===== config.mk =====
export PLATFORM = sky130hd
export DESIGN_NAME = unidade_load_store
export DESIGN_NICKNAME = d
export VERILOG_FILES = /design/src/rtl/lsu_defs.sv /design/src/rtl/alinhador_dados.sv /design/src/rtl/unidade_load_store.sv
export SDC_FILE = /design/constraint.sdc
export NUM_CORES = 1
export LEC_CHECK = 0
export ABC_AREA = 1
export ABC_CLOCK_PERIOD_IN_PS = 5100
export CAP_MARGIN = 20
export CORE_MARGIN = 2
export CORE_UTILIZATION = 51
export CTS_CLUSTER_SIZE = 20
export DETAILED_ROUTE_END_ITERATION = 8
export PLACE_DENSITY = 0.87
export SKIP_LAST_GASP = 1
export SLEW_MARGIN = 20
export SYNTH_ARGS = -nofsm -noshare
export SYNTH_HDL_FRONTEND = slang
export SYNTH_SLANG_ARGS = --single-unit
export TNS_END_PERCENT = 10

===== constraint.sdc =====
create_clock -name clock -period 5.1 [get_ports clock]
set_clock_uncertainty 0.05 [all_clocks]
set_input_delay 1.02 -clock clock [delete_from_list [all_inputs] [get_ports clock]]
set_output_delay 1.02 -clock clock [all_outputs]
set_load 0.05 [all_outputs]

===== src/rtl/lsu_defs.sv =====
// Shared definitions for the load/store unit: RISC-V funct3 width codes and FSM states.
package lsu_defs;

   localparam logic [2:0] F3_B  = 3'b000;
   localparam logic [2:0] F3_H  = 3'b001;
   localparam logic [2:0] F3_W  = 3'b010;
   localparam logic [2:0] F3_D  = 3'b011;
   localparam logic [2:0] F3_BU = 3'b100;
   localparam logic [2:0] F3_HU = 3'b101;
   localparam logic [2:0] F3_WU = 3'b110;

   typedef enum logic [1:0] {
      OCIOSO    = 2'd0,
      LER       = 2'd1,
      ESCREVER  = 2'd2,
      RESPONDER = 2'd3
   } estado_t;

endpackage


===== src/rtl/alinhador_dados.sv =====
// Combinational byte-lane logic: extracts/extends a load from a word and merges a
// sub-word store into a word. Zero latency, no flow control.
module alinhador_dados
   import lsu_defs::*;
#(
   parameter int BITS = 63
) (
   input  logic [BITS:0] palavra,
   input  logic [2:0]    deslocamento,
   input  logic [2:0]    funct3,
   input  logic [BITS:0] dado_escrita,
   output logic [BITS:0] dado_carga,
   output logic [BITS:0] palavra_mesclada
);

   localparam int W = BITS + 1;

   logic [5:0]    bits_desl;
   logic [BITS:0] deslocada;
   logic [BITS:0] mascara;

   always_comb begin
      bits_desl  = {deslocamento, 3'b000};
      deslocada  = palavra >> bits_desl;
      dado_carga = deslocada;
      case (funct3)
         F3_B:    dado_carga = {{(W-8){deslocada[7]}}, deslocada[7:0]};
         F3_H:    dado_carga = {{(W-16){deslocada[15]}}, deslocada[15:0]};
         F3_W:    dado_carga = {{(W-32){deslocada[31]}}, deslocada[31:0]};
         F3_BU:   dado_carga = {{(W-8){1'b0}}, deslocada[7:0]};
         F3_HU:   dado_carga = {{(W-16){1'b0}}, deslocada[15:0]};
         F3_WU:   dado_carga = {{(W-32){1'b0}}, deslocada[31:0]};
         default: dado_carga = deslocada;
      endcase

      // Mask covers the low size bytes; a doubleword mask is all ones, so SD replaces the whole word.
      case (funct3[1:0])
         2'd0:    mascara = {{(W-8){1'b0}}, 8'hFF};
         2'd1:    mascara = {{(W-16){1'b0}}, 16'hFFFF};
         2'd2:    mascara = {{(W-32){1'b0}}, 32'hFFFF_FFFF};
         default: mascara = '1;
      endcase
      palavra_mesclada = (palavra & ~(mascara << bits_desl))
                       | ((dado_escrita & mascara) << bits_desl);
   end

endmodule


===== src/rtl/unidade_load_store.sv =====
// Data-memory initiator: byte-addressed loads/stores to a word RAM, RMW for sub-word stores.
// Load resp 2 cycles after accept; sub-word store 3, SD 2, error 1; pronto low while busy.
module unidade_load_store
   import lsu_defs::*;
#(
   parameter int BITS = 63
) (
   input  logic          clock,
   input  logic          reset,
   input  logic          req_valido,
   input  logic          req_escrita,
   input  logic [2:0]    req_funct3,
   input  logic [BITS:0] req_endereco,
   input  logic [BITS:0] req_dado,
   output logic          pronto,
   output logic          resp_valido,
   output logic [BITS:0] resp_dado,
   output logic          resp_erro,
   output logic [BITS:0] mem_endereco,
   output logic          mem_permisao_escrita,
   output logic [BITS:0] mem_dado_escrita,
   input  logic [BITS:0] mem_dado_leitura
);

   estado_t       estado, prox_estado;
   logic          escrita_r;
   logic [2:0]    funct3_r;
   logic [2:0]    desl_r;
   logic [BITS:0] dado_r;
   logic          erro_r;
   logic [BITS:0] palavra_lida;
   logic [BITS:0] indice_r;

   logic          aceita;
   logic          desalinhado;
   logic          ilegal;
   logic          req_erro;
   logic [BITS:0] dado_carga;
   logic [BITS:0] palavra_mesclada;

   alinhador_dados #(.BITS(BITS)) u_alinhador (
      .palavra          (palavra_lida),
      .deslocamento     (desl_r),
      .funct3           (funct3_r),
      .dado_escrita     (dado_r),
      .dado_carga       (dado_carga),
      .palavra_mesclada (palavra_mesclada)
   );

   always_comb begin
      case (req_funct3[1:0])
         2'd0:    desalinhado = 1'b0;
         2'd1:    desalinhado = req_endereco[0];
         2'd2:    desalinhado = |req_endereco[1:0];
         default: desalinhado = |req_endereco[2:0];
      endcase
      ilegal   = req_escrita ? req_funct3[2] : (req_funct3 == 3'b111);
      req_erro = desalinhado | ilegal;
      aceita   = req_valido && (estado == OCIOSO);
   end

   always_comb begin
      prox_estado          = estado;
      pronto               = 1'b0;
      resp_valido          = 1'b0;
      resp_erro            = 1'b0;
      resp_dado            = '0;
      mem_permisao_escrita = 1'b0;
      mem_dado_escrita     = '0;
      case (estado)
         OCIOSO: begin
            pronto = 1'b1;
            if (aceita) begin
               if (req_erro)
                  prox_estado = RESPONDER;
               else if (req_escrita && req_funct3 == F3_D)
                  prox_estado = ESCREVER;
               else
                  prox_estado = LER;
            end
         end
         LER: prox_estado = escrita_r ? ESCREVER : RESPONDER;
         ESCREVER: begin
            // Reset in this cycle must not leave a half-finished store in the RAM.
            mem_permisao_escrita = !reset;
            mem_dado_escrita     = palavra_mesclada;
            prox_estado          = RESPONDER;
         end
         RESPONDER: begin
            resp_valido = 1'b1;
            resp_erro   = erro_r;
            if (!erro_r && !escrita_r)
               resp_dado = dado_carga;
            prox_estado = OCIOSO;
         end
         default: prox_estado = OCIOSO;
      endcase
   end

   always_ff @(posedge clock) begin
      if (reset) begin
         estado       <= OCIOSO;
         escrita_r    <= 1'b0;
         funct3_r     <= '0;
         desl_r       <= '0;
         dado_r       <= '0;
         erro_r       <= 1'b0;
         palavra_lida <= '0;
         indice_r     <= '0;
      end else begin
         estado <= prox_estado;
         if (aceita) begin
            escrita_r <= req_escrita;
            funct3_r  <= req_funct3;
            desl_r    <= req_endereco[2:0];
            dado_r    <= req_dado;
            erro_r    <= req_erro;
            // Rejected requests never touch the RAM, so the word index keeps its old value.
            if (!req_erro)
               indice_r <= req_endereco >> 3;
         end
         if (estado == LER)
            palavra_lida <= mem_dado_leitura;
      end
   end

   assign mem_endereco = indice_r;

endmodule


Word level (Yosys, flattened, before mapping)
Index checks and enable logic that the tools add are counted.

storage, ports and cells
  register bits after elaboration = 199
  input port bits = 199
  output and inout bits = 196
  word-level logic and storage cells = 61

operators by class
  equality and inequality tests = 15
  shifts and indexed selects = 3
  muxes and demuxes = 16
  bitwise operators = 6
  reduce and logical (&&, ||, !) cells = 13

operator list
  operator            number
  $pmux 64 s6         1
  $mux 64             3
  $pmux 64 s3         1
  $and 64x64->64      2
  $shl 64x6->64       2
  $not 64->64         1
  $or 64x64->64       1
  $shr 64x6->64       1
  $eq 3x3->1 const B  4
  $eq 2x2->1 const B  4
  $pmux 2 s4          1
  $eq 2x1->1 const B  3
  $eq 3x2->1 const B  2
  $logic_not 2->1     3
  $mux 1              6
  $mux 2              3
  $eq 3x1->1 const B  1
  $logic_and 1x1->1   3
  $logic_not 1->1     3
  $logic_not 3->1     1
  $pmux 1 s3          1
  $reduce_or 3->1     1
  $ne 2x2->1 const B  1
  $reduce_and 2->1    1
  other kinds (3)     3

Longest topological paths before layout
Gate-level depths: netlist of the first run.

  depth after elaboration = 7
  depth in mapped cells = 12
  depth with buffers taken out = 10

By module
A second synthesis of the first run with hierarchy kept.

unflattened totals
  cell total of the unflattened synthesis = 2473
  area total of the unflattened synthesis = 13948.4 µm²

by module, submodules not included
  module              instances  cells an instance  area an instance (µm²)  sequential area each (µm²)
  unidade_load_store  1          1428               9091.2                  3983.8
  alinhador_dados     1          1045               4857.2                  0.0

Worst setup path before layout of the first run
Ideal clock, no wire load.

  kind = register to output
  start = register estado[0]
  end = output port resp_dado[60]
  data arrival time = 2481 ps
  required time = 4030 ps
  slack = 1549 ps
  cell stages (with the launch flop) = 8
  path buffers = 2
  cell sequence = dfxtp_1 ha_1 nand2_1 inv_1 clkbuf_1 buf_1 nand2_1 nor2_1

on the way
  longest elaborated chain between the ends = 2

ends and longest elaborated chain
  what                    RTL line                   RTL
  from (decl)             unidade_load_store.sv:25   estado_t estado, prox_estado;
  from (signal assigned)  unidade_load_store.sv:111  estado <= prox_estado;
  $eq 2x2->1              unidade_load_store.sv:70   case (estado)
  $mux 64                 unidade_load_store.sv:70
  to (decl)               unidade_load_store.sv:17   output logic [BITS:0] resp_dado,

No other way between the ends.

Final worst setup path of the first run
  start = register desl_r[0]
  end = output port resp_dado[6]

on the way
  longest elaborated chain between the ends = 4

ends and longest elaborated chain
  what                    RTL line                   RTL
  from (decl)             unidade_load_store.sv:28   logic [2:0] desl_r;
  from (signal assigned)  unidade_load_store.sv:115  desl_r <= req_endereco[2:0];
  $shr 64x6->64           alinhador_dados.sv:24      deslocada = palavra >> bits_desl;
  $pmux 64 s6             alinhador_dados.sv:26      case (funct3)
  $mux 64                 unidade_load_store.sv:92   if (!erro_r && !escrita_r)
  $mux 64                 unidade_load_store.sv:70

No other way between the ends.

==> flow_summary.yaml, run 1 <==
power_and_ir_drop:
  p_sw_frac: 0.4684
  p_int_mw: 3.322
  clkPwrFrac: 0.237
  p_comb_frac: 0.433
  p_sw_mw: 2.928
  power.density_nw_per_um2: 364.5
  p_seq_frac: 0.329
  ir_drop_mv: 0.2343
  power.leakage_nw: 7.114
route:
  wire_per_inst_um: 20.51
  drt-vias-per-instance: 5.932
  ant_nets: 0
  vias: 16050
  wirelength_um: 55500
  drc_errors: 0
  drt_pass1_iterations: 7
  drt_iter0_markers: 2338
min_path:
  hp-class: "reg -> reg"
  whs_path_depth: 2
cts:
  cts_buffers: 17
  clkSlewWorstSetupHoldPaths_ns: 0.10
  cts_tree: "yes"
  cts_num_sinks: 199
  clock_path_buffers: 2
  htree_num_levels: 4
  cts-root-buf: "clkbuf_16"
  clkLatencyLatePin_ns: 0.45
timing:
  hold_slack_ns: 0.4206
  max_freq_mhz: 205.1
  report.final.hold_viol_count: 0
  post-route-min-period_ns: 4.875
  slew_headroom: 0.2638
  setup_tns_ns: 0
  rsz0062_at_grt: "false"
  fin_crit_sh: 0.9559
  maxSlewViolCount: 0
  setup_violations: 0
  tightest_slew_ns: 1.104
global_route:
  grt_use_total: 0.4201
  overflow: 0
  antenna_found_initial: 4
  grt_pass1_vias: 14750
  grt_max_degree: 93
  grt_pass1_wl_um: 83780
critical_path:
  crit_chain: "buf_4 > nand2_1 > o22ai_1 > nor2_1 > nor2_1 > nor2_1 > clkdlybuf4s50_1"
  endpoint_kind: "output port"
  required_ns: 4.03
  slowest_delay_ns: 0.82
  crit_type: "reg -> out"
  crit_cells: 7
  cpLargestDelayFamily: "buffers and inverters"
  startpoint_type: "register"
  crit_top_cell: "nor2_1"
  worstPathArrival_ns: 3.81
  critPathBufInv: 2
  cpMaxStageDelayCell: "buf_4"
  reg2reg_depth: 6
  crit_path_max_fanout: 92
floorplanning:
  io_pins: 395
  die_height_um: 159.1
  initial_utilization: 0.5208
  core_region_area_um2: 23540
  die_w_um: 159.1
  num_rows: 56
  dieArea_um2: 25300
placement:
  dp.cells: 2670
  dpl_cell_area_um2: 16500
  gp_congestion: 1.059
  portBuffers: 391
  place_hpwl_um: 41670
synthesis:
  synth_top_area_frac: 0.3249
  yosysWarnings: 0
  syn_inst: 2090
  yosysTopAreaCell: "dfxtp_1"
  synth-seq-cells: 199
  ys_types: 30
  synth.cell_area_um2: 12260
  synth.area.top_cells: "dfxtp_1, nand2_1, nor2_1, nand3_1, o21ai_0"
  avgSynthCellArea_um2: 5.866
  ys_seq_area_frac: 0.3249
final_layout:
  layout_common_cells: "nand2_1, nor2_1, clkdlybuf4s50_1"
  final_cells: 2706
  nNetsFinal: 2573
  syn_to_final_growth_pct: 39.85
  final_common_cell: "nand2_1"
  stdcell_area_um2: 17150
  nFillCells: 2031
  layout-drive-gt1-share: 0.07805
run:
  drv_cap: 0
run_status:
  status: "complete, no violations"
[cell families (layout without fill, tap and decap cells)]
logic type | Yosys count | in the layout | share of synthesized area
buf+inv | 242 | 533 | 0.08756
simple gates | 1223 | 1223 | 0.4064
fa+ha+maj | 4 | 4 | 0.004082
flops | 199 | 199 | 0.3249
compound gates | 421 | 421 | 0.1768
other cells | 1 | 7 | 0.0003059
[synth_stat cells]
| cell type | n |
|---|---|
| ha_1 | 4 |
| inv_1 | 66 |
| o21ai_0 | 206 |
| buf_1 | 13 |
| nand3_2 | 3 |
| nand2_1 | 597 |
| a21oi_1 | 176 |
| conb_1 | 1 |
| dfxtp_1 | 199 |
| nor2_4 | 2 |
| buf_2 | 42 |
| o21a_1 | 4 |
| buf_4 | 16 |
| o22ai_1 | 8 |
| buf_6 | 7 |
| a22oi_1 | 1 |
| nand2_2 | 3 |
| nor2_1 | 352 |
| nand4_1 | 3 |
| clkinv_1 | 2 |
| o21ai_1 | 12 |
| inv_2 | 5 |
| nand3_4 | 1 |
| nand3_1 | 260 |
| o211ai_1 | 12 |
| a22o_1 | 1 |
| o21ai_2 | 1 |
| nor2_2 | 1 |
| clkbuf_1 | 91 |
| nor3_1 | 1 |
[what timing repair did]
item                       CTS  global route
hold buffers                 0             0
setup buffers                0             0
gates resized for setup      0             1
setup endpoints to repair    0            32
[metrics by stage]
| stage | power, mW | setup slack, ns | utilization |
|---|---|---|---|
| after floorplan | 3.721 | 1.549 | - |
| after global placement | 4.648 | 0.9046 | 0.7007 |
| after detailed placement | 4.675 | 0.8432 | 0.7007 |
| after CTS | 6.134 | 0.3706 | 0.7278 |
| after global routing | 6.493 | 0.1897 | 0.7283 |
| final | 6.250 | 0.2248 | 0.7283 |
[final cells by class]
| cell class | count | area, um^2 | share of cell area |
|---|---|---|---|
| Antenna cell | 4 | 10.01 | 0.0005838 |
| Tap cell | 319 | 399.1 | 0.02328 |
| Timing Repair Buffer | 428 | 4617 | 0.2693 |
| Inverter | 73 | 277.8 | 0.01620 |
| Clock buffer | 17 | 425.4 | 0.02481 |
| Multi-Input combinational cell | 1651 | 7218 | 0.4210 |
| Clock inverter | 15 | 211.5 | 0.01233 |
| Sequential cell | 199 | 3988 | 0.2326 |
[worst register-to-register path, stage by stage, from the launching register on]
cell,delay (ns)
dfxtp_1,0.39
inv_1,0.09
ha_1,0.42
inv_1,0.75
o21ai_0,0.28
a22oi_1,0.22
a21oi_1,0.09
[registers in the layout (all words and copies together) (netlist names)]
name          cells
funct3_r          3
dado_r           64
erro_r            1
estado            2
palavra_lida     64
mem_endereco     61
desl_r            3
escrita_r         1
[layer usage]
metal	vias to the layer above	GRT usage	wire, um
met5	-	0	0
met4	0	0.2471	3735
met3	217	0.1128	7367
met2	1287	0.6694	24640
met1	7196	0.5106	19760
li1	7353	-	-
[power by group through the flow]
| stage | Sequential, mW | Combinational, mW | Clock [mW] |
|---|---|---|---|
| final | 2.06 | 2.71 | 1.48 |
| after detailed placement | 2.07 | 2.61 | 0 |
| after floorplan | 2.05 | 1.67 | 0 |
| after global placement | 2.06 | 2.58 | 0 |
| after CTS | 2.03 | 2.62 | 1.48 |
| after global routing | 2.06 | 2.89 | 1.54 |
[worst paths after layout]
| path | from | endpoint | slack (ns) |
|---|---|---|---|
| hold / removal | mem_endereco[13]$_SDFFE_PP0P_ | mem_endereco[13]$_SDFFE_PP0P_ | 0.42 |
| setup reg to reg | estado[0]$_SDFFE_PP0P_ | estado[0]$_SDFFE_PP0P_ | 2.67 |
| setup / recovery | desl_r[0]$_SDFFE_PP0P_ | resp_dado[6] | 0.22 |
| hold reg to reg | mem_endereco[13]$_SDFFE_PP0P_ | mem_endereco[13]$_SDFFE_PP0P_ | 0.42 |
Note: power is estimated with default switching activity, not from simulation.
==> run 2, diff against run 1 <==
- REMOVE_ABC_BUFFERS: unset -> 1
- SKIP_CTS_REPAIR_TIMING: unset -> 1
==> run 2 against run 1 <==
Compared with the run above:
- sequential share of layout area increased by 0.60 points
- global-route usage fell by 2.3 points
- routed wire length down 6.8%
- sequential power about the same
- highest routed layer unchanged
==> flow_summary.yaml, run 2 (synthesis gave the netlist of run 1 again) <==
run_status:
  status: "complete, no violations"
critical_path:
  reg2reg_slack_ns: 2.69
  r2r_start: "estado[0]$_SDFFE_PP0P_"
  required_ns: 4.03
  startpoint_type: "register"
  crit_chain: "clkinv_2 > buf_4 > nor2_4 > nand2_1 > nand3_2 > nand3_4 > nand3_1 > nand2_1 > inv_1 > clkdlybuf4s50_1"
  reg2reg_depth: 6
  crit_top_cell: "nand2_1"
  crit_path_max_fanout: 89
  endpoint_kind: "output port"
  cpMaxStageDelayCell: "clkdlybuf4s50_1"
  crit_type: "reg -> out"
  timing.rr.end: "palavra_lida[24]$_SDFFE_PP0N_"
  worstPathArrival_ns: 3.47
  slowest_delay_ns: 0.79
global_route:
  grt_pass1_wl_um: 80890
  grt_use_total: 0.3971
  busiest_layer: "met2"
  antenna_found_initial: 2
  met2_usage: 0.6749
  grt_pass1_vias: 15140
  gr-usage-met1: 0.4686
  overflow: 0
  grt_max_degree: 90
  grt_use_met3: 0.09482
final_layout:
  layout_common_cells: "nand2_1, nor2_1, clkdlybuf4s50_1"
  layout-drive-gt1-share: 0.08809
  final_cells: 2705
  final_common_cell: "nand2_1"
  multi_input_area_um2: 7218
  seqCellArea_um2: 3988
  syn_to_final_growth_pct: 36.35
  nNetsFinal: 2574
  utilization: 0.7101
  nFillCells: 2035
timing:
  slew_headroom: 0.3913
  setup_violations: 0
  setup_tns_ns: 0
  maxSlewViolCount: 0
  rsz0062_at_grt: "false"
  hold_slack_ns: 0.4140
  tightest_slew_ns: 0.9131
  max_freq_mhz: 220.2
  report.final.hold_viol_count: 0
  post-route-min-period_ns: 4.541
  fin_crit_sh: 0.8903
power_and_ir_drop:
  power.density_nw_per_um2: 367.0
  p_total_mw: 6.135
  ir_drop_mv: 0.2683
  power.leakage_nw: 7.079
min_path:
  holdPathEnd: "dado_r[55]$_SDFFE_PP0P_"
  whs_path_depth: 2
  hold_start: "dado_r[55]$_SDFFE_PP0P_"
  hp-class: "reg -> reg"
placement:
  gp_congestion: 0.9778
  place_hpwl_um: 37900
  portBuffers: 391
  dp.cells: 2671
cts:
  clkSlewWorstSetupHoldPaths_ns: 0.08
  cts_num_sinks: 199
  cts-root-buf: "clkbuf_16"
  htree_num_levels: 4
  cts_buffers: 17
  clkLatencyLatePin_ns: 0.45
  clock_path_buffers: 2
  cts_tree: "yes"
floorplanning:
  num_rows: 56
  die_w_um: 159.1
  dieArea_um2: 25300
  initial_utilization: 0.5208
  die_height_um: 159.1
  io_pins: 395
  core_region_area_um2: 23540
route:
  drt_iter0_markers: 1988
  ant_nets: 0
  drc_errors: 0
  vias: 15660
  drt-vias-per-instance: 5.791
  wirelength_um: 51710
  wire_per_inst_um: 19.12
  drt_pass1_iterations: 7
run:
  drv_cap: 0
==> run 2: metrics by stage <==
stage	instance area [um^2]	setup WS, ns
finish	16720	0.5594
global placement	16060	1.200
global route	16720	0.3770
detailed placement	16060	1.123
CTS	16710	0.6478
floorplan	11470	-1.225
==> run 2: how the worst max path moves through the flow <==
stage | end | slack (ns) | start | cells past startpoint
floorplan | mem_endereco[0]$_SDFFE_PP0P_ | -1.23 | req_valido | 6
global placement | resp_dado[25] | 1.20 | desl_r[1]$_SDFFE_PP0P_ | 10
detailed placement | resp_dado[17] | 1.12 | desl_r[1]$_SDFFE_PP0P_ | 10
CTS | resp_dado[17] | 0.65 | desl_r[1]$_SDFFE_PP0P_ | 10
global route | resp_dado[45] | 0.38 | desl_r[1]$_SDFFE_PP0P_ | 10
finish | resp_dado[25] | 0.56 | desl_r[1]$_SDFFE_PP0P_ | 10
==> run 2: power by group <==
group	internal (mW)	total (mW)	switching, mW
sequential	1.78	2.06	0.274
combinational	0.820	2.59	1.77
clock	0.729	1.49	0.759
total	3.33	6.14	2.80
==> run 2: layer usage <==
metal | routed length, um | part of all wire | vias up
met5 | 0 | 0 | -
met4 | 2712 | 0.052 | 0
met1 | 19030 | 0.37 | 7179
li1 | - | - | 7360
met3 | 5428 | 0.10 | 179
met2 | 24540 | 0.47 | 946
==> run 2: cell type report <==
cell class | instances | area share
inverter | 73 | 0.01647
clock inverter | 15 | 0.01347
antenna | 2 | 0.0002994
clock buffer | 17 | 0.02545
multi-input combinational | 1651 | 0.4318
tap | 319 | 0.02388
timing repair buffer | 429 | 0.2501
sequential | 199 | 0.2385
==> run 2: critical path, delay by kind of cell, from the launching register on <==
family	cells	cell delay, ns
buffers and inverters	4	1.40
DFF	1	0.70
and+or+nand+nor	6	0.88
==> run 3, diff against run 2 <==
- ABC_AREA: 1 -> unset
- CORE_UTILIZATION: 51 -> 50
- PLACE_DENSITY: 0.87 -> 0.86
- SLEW_MARGIN: 20 -> 0
==> run 3 against run 2 <==
Compared with the run above:
- non-clock buffer count shrank 9
- cell count shrank 18%
- sequential share of layout area increased by 0.55 points
- critical path type unchanged
- largest power group unchanged
==> flow_summary.yaml, run 3 <==
synthesis:
  ys_seq_area_frac: 0.3371
  yosysWarnings: 0
  synth_edf_count: 0
  yosysTopAreaCell: "dfxtp_1"
  synth.area.top_cells: "dfxtp_1, nand2_1, mux2i_1, a21oi_1, nor2_1"
  synth.cell_area_um2: 11820
  ys_types: 57
  yosysMostFrequentCell: "nand2_1"
  async_flop_share: 0
  synth_ff_type: "dfxtp_1"
  syn_inst: 1593
  synth_top_area_frac: 0.3371
  avgSynthCellArea_um2: 7.419
  synth-seq-cells: 199
  synthTopCellsByCount: "nand2_1, a21oi_1, dfxtp_1"
route:
  drt_pass1_iterations: 6
  drt_iter0_markers: 1167
  wire_per_inst_um: 21.59
  drc_errors: 0
  ant_nets: 0
  vias: 13170
  wirelength_um: 47930
  drt-vias-per-instance: 5.931
power_and_ir_drop:
  p_int_mw: 3.656
  p_sw_frac: 0.4532
  p_sw_mw: 3.030
  power.leakage_nw: 5.963
  ir_drop_mv: 0.2409
  clkPwrFrac: 0.221
  power.density_nw_per_um2: 408.6
  p_seq_frac: 0.333
  p_comb_frac: 0.446
critical_path:
  crit_type: "reg -> out"
  startpoint_type: "register"
  crit_path_max_fanout: 109
  worstPathArrival_ns: 3.75
  cpMaxStageDelayCell: "clkdlybuf4s50_1"
  endpoint_kind: "output port"
  crit_chain: "buf_12 > nor2b_1 > and2_0 > a22o_1 > a22oi_1 > nor2b_1 > clkdlybuf4s50_1"
  slowest_delay_ns: 0.86
  crit_top_cell: "nor2b_1"
  required_ns: 4.03
cts:
  htree_num_levels: 4
  cts_num_sinks: 199
  clkSlewWorstSetupHoldPaths_ns: 0.09
  cts-root-buf: "clkbuf_16"
  cts_tree: "yes"
  clock_path_buffers: 2
  cts_buffers: 17
  clkLatencyLatePin_ns: 0.45
floorplanning:
  core_region_area_um2: 23330
  io_pins: 395
  num_rows: 56
  die_w_um: 157.7
  initial_utilization: 0.5065
  dieArea_um2: 24880
  die_height_um: 157.7
timing:
  tightest_slew_ns: 1.092
  rsz0062_at_grt: "false"
  worst_slack_ns: 0.2818
  maxSlewViolCount: 0
  slew_headroom: 0.2719
  post-route-min-period_ns: 4.818
  report.final.hold_viol_count: 0
  setup_tns_ns: 0
  fin_crit_sh: 0.9447
  max_freq_mhz: 207.5
  hold_slack_ns: 0.4063
  setup_violations: 0
final_layout:
  nNetsFinal: 2090
  final_common_cell: "nand2_1"
  syn_to_final_growth_pct: 38.44
  nFillCells: 1913
  layout-drive-gt1-share: 0.1100
  layout_common_cells: "nand2_1, clkdlybuf4s50_1, a21oi_1"
global_route:
  grt_pass1_wl_um: 71270
  overflow: 0
  grt_max_degree: 113
  antenna_found_initial: 1
  grt_pass1_vias: 12680
  grt_use_total: 0.3743
placement:
  place_hpwl_um: 35380
  gp_congestion: 0.9612
  portBuffers: 391
  dpl_worst_slack_ns: 0.8425
run_status:
  status: "complete, no violations"
min_path:
  hp-class: "reg -> reg"
run:
  drv_cap: 0
## run 3: layout make-up
type                    count  area, um^2  area share
clock buffers              17       425.4     0.02600
flip-flops and latches    199        3993      0.2440
inverters                   6       22.52    0.001376
repair buffers            420        4143      0.2532
multi-input cells        1243        7166      0.4379
diodes                      1       2.502   0.0001529
clock inverters            15       211.5     0.01292
well taps                 319       399.1     0.02439
## run 3: metrics by stage
| stage | cells | utilization | instance area, um^2 | total power [mW] |
|---|---|---|---|---|
| 2_1_floorplan | 1448 | - | 11140 | 4.090 |
| 5_1_grt | 2220 | 0.7013 | 16360 | 6.985 |
| 4_1_cts | 2219 | 0.7011 | 16360 | 6.648 |
| 3_3_place_gp | 2187 | 0.6739 | 15720 | 5.148 |
| 6_report | 2220 | 0.7013 | 16360 | 6.686 |
| 3_5_place_dp | 2187 | 0.6739 | 15720 | 5.177 |
## run 3: layer usage
| metal | GRT usage | part of all wire | vias up |
|---|---|---|---|
| met5 | 0 | 0 | - |
| met4 | 0.1688 | 0.044 | 0 |
| met3 | 0.1029 | 0.090 | 156 |
| met2 | 0.6468 | 0.49 | 641 |
| met1 | 0.4307 | 0.38 | 6253 |
| li1 | - | - | 6117 |
## run 3: critical path, delay by kind of cell (launching register included)
family / cells / cell delay [ns]
AND/OR/NAND/NOR: 3 / 1.00
buffers and inverters: 2 / 1.33
AO/OA/AOI/OAI: 2 / 0.34
flip-flops: 1 / 0.61
## run 3: cell families (layout without fill, tap and decap cells)
family                   Yosys count  after routing  share of synthesized area
multiplexers                     161            161                     0.1414
flip-flops                       199            199                     0.3371
adder cells (fa/ha/maj)            4              4                   0.004235
AND/OR/NAND/NOR                  603            603                     0.2122
AO/OA/AOI/OAI                    472            472                     0.2448
other                              1              4                  0.0003173
buffers and inverters            153            458                    0.06002
## run 3: power by group through the flow
stage / registers (mW) / clock network (mW) / logic [mW]
after detailed placement: 2.24 / 0 / 2.93
after global placement: 2.24 / 0 / 2.91
after global routing: 2.25 / 1.54 / 3.20
after floorplan: 2.30 / 0 / 1.79
final: 2.23 / 1.48 / 2.98
after CTS: 2.21 / 1.49 / 2.95
## run 3: final timing paths
check / cells after the start / slack [ns] / start / to
hold reg to reg: 2 / 0.41 / mem_endereco[46]$_SDFFE_PP0P_ / mem_endereco[46]$_SDFFE_PP0P_
setup reg to reg: 6 / 2.76 / estado[0]$_SDFFE_PP0P_ / mem_endereco[44]$_SDFFE_PP0P_
hold / removal: 2 / 0.41 / mem_endereco[46]$_SDFFE_PP0P_ / mem_endereco[46]$_SDFFE_PP0P_
setup / recovery: 7 / 0.28 / desl_r[0]$_SDFFE_PP0P_ / mem_dado_escrita[17]
